File: src/rtl/hazard_ctrl.sv
// rtl/hazard_ctrl.sv - pipeline hazard sequencer: load-use stall, branch squash, memory wait freeze
//
// Optional feature macro: HAZARD_CTRL_STALL_COUNT_EN enables the stall-cycle counter.
//
// Ports:
//   clk_i, rst_ni                    clock, asynchronous active-low reset
//   id_sel_rs1_i/id_sel_rs2_i        source register pointers of the instruction in ID
//   id_uses_rs1_i/id_uses_rs2_i      ID instruction actually reads rs1/rs2
//   ex_sel_rd_i, ex_is_load_i        destination pointer and load flag of the instruction in EX
//   ex_branch_taken_i                EX resolved a taken branch/jump
//   mem_req_i, mem_ready_i           data-memory access in MEM and its completion
//   stall_if_o, stall_id_o           hold PC + IF/ID, hold ID/EX sources
//   bubble_ex_o, flush_id_o          NOP into ID/EX, NOP into IF/ID
//   stall_mem_o                      hold EX/MEM and MEM/WB
//   mem_err_o                        one-cycle pulse when a memory access times out
//   state_o                          FSM state (RUN=0, LOAD_STALL=1, MEM_WAIT=2)
//   stall_cycles_o                   saturating count of cycles with stall_if_o (0 when disabled)
module hazard_ctrl #(
  parameter int MEM_TIMEOUT = 64,
  parameter int CNT_W       = 32
) (
  input  logic             clk_i,
  input  logic             rst_ni,
  input  logic [4:0]       id_sel_rs1_i,
  input  logic [4:0]       id_sel_rs2_i,
  input  logic             id_uses_rs1_i,
  input  logic             id_uses_rs2_i,
  input  logic [4:0]       ex_sel_rd_i,
  input  logic             ex_is_load_i,
  input  logic             ex_branch_taken_i,
  input  logic             mem_req_i,
  input  logic             mem_ready_i,
  output logic             stall_if_o,
  output logic             stall_id_o,
  output logic             bubble_ex_o,
  output logic             flush_id_o,
  output logic             stall_mem_o,
  output logic             mem_err_o,
  output logic [1:0]       state_o,
  output logic [CNT_W-1:0] stall_cycles_o
);

  typedef enum logic [1:0] {
    RUN        = 2'd0,
    LOAD_STALL = 2'd1,
    MEM_WAIT   = 2'd2
  } state_t;

  // A zero timeout still needs a one-bit counter to keep the logic well formed.
  localparam int WAIT_W = (MEM_TIMEOUT > 0) ? $clog2(MEM_TIMEOUT + 1) : 1;
  localparam logic [WAIT_W-1:0] WAIT_LAST = WAIT_W'((MEM_TIMEOUT > 0) ? (MEM_TIMEOUT - 1) : 0);

  state_t            state, state_nxt;
  logic [WAIT_W-1:0] wait_cnt, wait_cnt_nxt;

  logic luh, use_luh, freeze, timeout;
  logic s_if, s_id, b_ex, f_id, s_mem, err;

  assign luh = ex_is_load_i && (ex_sel_rd_i != 5'd0) &&
               ((id_uses_rs1_i && (id_sel_rs1_i == ex_sel_rd_i)) ||
                (id_uses_rs2_i && (id_sel_rs2_i == ex_sel_rd_i)));

  // The cycle after a load-use stall, EX already holds the bubble, so the
  // same ID/EX pair must not stall a second time.
  assign use_luh = luh && (state != LOAD_STALL);

  // In MEM_WAIT the request is known to be outstanding; only readiness matters.
  assign freeze  = (state == MEM_WAIT) ? !mem_ready_i : (mem_req_i && !mem_ready_i);
  assign timeout = (MEM_TIMEOUT != 0) && (state == MEM_WAIT) && !mem_ready_i &&
                   (wait_cnt == WAIT_LAST);

  always_comb begin
    s_if         = 1'b0;
    s_id         = 1'b0;
    b_ex         = 1'b0;
    f_id         = 1'b0;
    s_mem        = 1'b0;
    err          = 1'b0;
    state_nxt    = RUN;
    wait_cnt_nxt = '0;
    if (timeout) begin
      // Abandon the access and release the pipe; the CSR logic takes the trap.
      err = 1'b1;
    end else if (freeze) begin
      s_if      = 1'b1;
      s_id      = 1'b1;
      s_mem     = 1'b1;
      state_nxt = MEM_WAIT;
      // The entry cycle is the first stalled cycle, so the count starts at 1.
      wait_cnt_nxt = (state == MEM_WAIT) ? (wait_cnt + 1'b1) : WAIT_W'(1);
    end else if (ex_branch_taken_i) begin
      // Any load-use consumer in ID is on the wrong path and is squashed.
      f_id = 1'b1;
      b_ex = 1'b1;
    end else if (use_luh) begin
      s_if      = 1'b1;
      s_id      = 1'b1;
      b_ex      = 1'b1;
      state_nxt = LOAD_STALL;
    end
  end

  always_ff @(posedge clk_i or negedge rst_ni) begin
    if (!rst_ni) begin
      state    <= RUN;
      wait_cnt <= '0;
    end else begin
      state    <= state_nxt;
      wait_cnt <= wait_cnt_nxt;
    end
  end

  // Inputs may be active while reset is held; keep every control quiet then.
  assign stall_if_o  = rst_ni & s_if;
  assign stall_id_o  = rst_ni & s_id;
  assign bubble_ex_o = rst_ni & b_ex;
  assign flush_id_o  = rst_ni & f_id;
  assign stall_mem_o = rst_ni & s_mem;
  assign mem_err_o   = rst_ni & err;
  assign state_o     = state;

`ifdef HAZARD_CTRL_STALL_COUNT_EN
  logic [CNT_W-1:0] stall_cnt;

  always_ff @(posedge clk_i or negedge rst_ni) begin
    if (!rst_ni) begin
      stall_cnt <= '0;
    end else if (stall_if_o && (stall_cnt != {CNT_W{1'b1}})) begin
      stall_cnt <= stall_cnt + 1'b1;
    end
  end

  assign stall_cycles_o = stall_cnt;
`else
  assign stall_cycles_o = '0;
`endif

endmodule

File: config.mk
export PLATFORM = sky130hd
export DESIGN_NAME = hazard_ctrl
export DESIGN_NICKNAME = d
export VERILOG_FILES = /design/src/rtl/hazard_ctrl.sv
export SDC_FILE = /design/constraint.sdc
export NUM_CORES = 1
export LEC_CHECK = 0
export CORE_UTILIZATION = 36
export CTS_CLUSTER_DIAMETER = 150
export CTS_CLUSTER_SIZE = 30
export DETAILED_ROUTE_END_ITERATION = 8
export PLACE_DENSITY = 0.85
export SLEW_MARGIN = 30
export SYNTH_ARGS = -nofsm -noshare
export SYNTH_HDL_FRONTEND = slang
export SYNTH_SLANG_ARGS = --single-unit
export TNS_END_PERCENT = 100
File: constraint.sdc
create_clock -name clk_i -period 4.6 [get_ports clk_i]
set_input_delay 0.46 -clock clk_i [delete_from_list [all_inputs] [get_ports clk_i]]
set_output_delay 0.46 -clock clk_i [all_outputs]
set_load 0.02 [all_outputs]
==> results.json <==
{
  "status": "finished, final reports clean",
  "grt.met1_usage_pct": 14.7,
  "skew_ns": 0.00796,
  "cts_root_buf": "clkbuf_4",
  "area_delta_synth_final_pct": 27.3,
  "fill_cells": 219,
  "hp-class": "flop to flop",
  "max_slew_margin_pct": 63.2,
  "num_rows": 17,
  "fin_util_pct": 48.5,
  "grt_overflow": 0,
  "postCtsSetupRepairBufs": 0,
  "startpoint_type": "input pin",
  "netlist_area_um2": 843,
  "ff2ff_setup_slack_ns": 3.11,
  "cts.repair.resized": 0,
  "yosysTopAreaCell": "buf_4",
  "layout_setup_ws_ns": 1.51,
  "yosysTopAreaCellShare_pct": 29.4,
  "cts-buffers-inserted": 3,
  "p_clk_share_pct": 28.1,
  "maxCapViolations": 0,
  "vias": 660,
  "synth.top_cells.by_area": "buf_4, dfrtp_1, xor2_1",
  "hold_viol_final": 0,
  "peakVddDrop_mv": 0.181,
  "die_w_um": 50.4,
  "yosysWarnings": 0,
  "drive_above_1_share_pct": 3.88,
  "p_comb_share_pct": 34.5,
  "antenna_found_initial": 0,
  "cts_buffer_depth": 2,
  "placedInstanceArea_mm2": 0.00105,
  "io_buffers": 30,
  "worstHoldStart": "wait_cnt[0]",
  "worst_pin_slew_ns": 0.550,
  "start_util_pct": 38.1,
  "p_int_uw": 145,
  "grt.busiest_layer": "met2",
  "required_ns": 4.14,
  "layout_min_cycle_time_ns": 3.09,
  "num-nets-final": 154,
  "cts.htree.levels": 1,
  "synth_cells": 97,
  "min_path_cells": 1,
  "path_clk_slew_ns": 0.06,
  "leakage_nw": 0.489,
  "yosysUniqueCellTypes": 27,
  "power_frac_seq_pct": 37.4,
  "viasPerCell": 4.20,
  "reg2reg_to": "wait_cnt[3]",
  "drtIter0Drc": 5,
  "cp-end-kind": "output pin",
  "cts_tree": "yes",
  "grt_pass1_wl_um": 2450,
  "hold_path_end": "wait_cnt[0]",
  "dp_hpwl_um": 1440,
  "grt_start_max_net_pins": 14,
  "swShare_pct": 34.0,
  "drtPass1Iterations": 3,
  "design_area_mm2": 0.00107,
  "wl_per_cell_um": 10.7,
  "insertion_delay_ns": 0.26,
  "cp.arrival_ns": 2.63,
  "slew_violations": 0,
  "power.density_mw_per_mm2": 205,
  "synth-seq-cells": 9,
  "setup_viol": 0,
  "preCtsSetupSlack_ns": 1.52,
  "fp.dieH_um": 50.4,
  "num_antenna_cells": 0,
  "grt_use_total_pct": 13.4,
  "holdBufCountCts": 0,
  "wl_um": 1680,
  "cp-startpoint": "ex_sel_rd_i[3]",
  "cts_sinks": 9,
  "finalCritPeriodShare_pct": 67.2,
  "grt_pass1_vias": 567,
  "tns_ns": 0,
  "ios": 63,
  "ant_nets": 0,
  "drc": 0,
  "timing.fmax_mhz": 323,
  "seq_area_frac_synth_pct": 26.7,
  "crit_type": "input pin to output pin",
  "met2_usage_pct": 22.4,
  "crit_fanout": 3,
  "ff2ff_path_depth": 5,
  "finalPower_uw": 220,
  "rsz0062_at_grt": "false",
  "seq_area_um2": 225,
  "r2r-start": "wait_cnt[0]",
  "core-area_mm2": 0.00221,
  "syn_area_per_cell_um2": 8.69,
  "die_area_mm2": 0.00254,
  "multiInputGateArea_um2": 475,
  "met3_usage_pct": 6.36,
  "globalplace.congestion": 0.745,
  "power_switching_uw": 74.8
}
==> placed cells by master (no fill, tap or decap), drive strengths merged <==
master / synthesis / layout
a211oi: 1 / 1
a32oi: 1 / 1
and2: 2 / 2
and3: 3 / 3
clkbuf: 0 / 4
clkdlybuf4s50: 0 / 30
conb: 1 / 32
dfrtp: 9 / 9
ha: 1 / 1
inv: 3 / 3
nand2: 2 / 2
nand2b: 1 / 1
nand3: 4 / 4
nor2: 7 / 7
nor2b: 2 / 2
nor3: 2 / 2
nor4: 2 / 2
o21ai: 1 / 1
o21bai: 2 / 2
o221ai: 1 / 1
o31ai: 1 / 1
o41ai: 1 / 1
or3: 1 / 1
or3b: 1 / 1
or4: 1 / 1
xnor2: 5 / 5
xor2: 9 / 9
==> cell usage after synthesis <==
cell,number
and3_1,3
and2_1,1
or3_1,1
nand2b_1,1
buf_4,33
o41ai_2,1
nor2_1,7
or4_1,1
xnor2_1,5
and2_0,1
a32oi_1,1
ha_1,1
dfrtp_1,9
o21ai_0,1
nor2b_1,2
o31ai_1,1
nor4_1,2
xor2_1,9
o221ai_1,1
or3b_4,1
conb_1,1
a211oi_1,1
inv_1,3
nand3_1,4
o21bai_1,2
nor3_1,2
nand2_1,2
==> worst max-delay path, cell delays in order <==
cell and delay [ns]:
clkdlybuf4s50_1 0.47, xor2_1 0.19, nor4_1 0.31, a32oi_1 0.21, o31ai_1 0.34, clkdlybuf4s50_1 0.66
==> final cells by class <==
cell class	instances	share of cell area (%)
clock buffer	4	2.45
sequential	9	21.0
multi-input combinational	83	44.3
tap	28	3.26
inverter	3	1.05
timing repair buffer	30	28.0
==> sequential cells by signal (all words and copies together) (netlist names) <==
name and cells:
state_o 2, wait_cnt 7
==> worst max path at each step <==
stage	end	slack [ns]	cells after the start
floorplan	stall_if_o	2.24	5
global placement	stall_id_o	1.61	5
detailed placement	stall_id_o	1.52	5
CTS	stall_id_o	1.53	5
global route	stall_if_o	1.43	5
finish	bubble_ex_o	1.51	6
==> kinds of logic after synthesis <==
family / count (synthesis) / synth area share [%]
AND/OR/NAND/NOR: 28 / 18.0
buffers and inverters: 36 / 30.7
other: 1 / 0.445
adder cells (fa/ha/maj): 1 / 1.48
XOR/XNOR: 14 / 14.5
AO/OA/AOI/OAI: 8 / 8.16
flip-flops: 9 / 26.7
==> per-layer routing <==
metal / up-vias / wire length (um)
met1: 308 / 686
li1: 322 / -
met3: 2 / 104
met5: - / 0
met4: 0 / 7
met2: 28 / 886
==> per-stage QoR <==
step           std cells  hold WS (ns)
2_1_floorplan        128         0.164
3_3_place_gp         153         0.482
3_5_place_dp         153         0.492
4_1_cts              157         0.502
5_1_grt              157         0.544
6_report             157         0.505
==> power groups by stage <==
stage	logic (mW)	registers (mW)	clock network, mW
3_5_place_dp	0.0754	0.0837	0
2_1_floorplan	0.0635	0.0842	0
5_1_grt	0.0812	0.0824	0.0691
4_1_cts	0.0757	0.0822	0.0637
6_report	0.0760	0.0823	0.0618
3_3_place_gp	0.0739	0.0836	0
(Power assumes the default switching activity.)
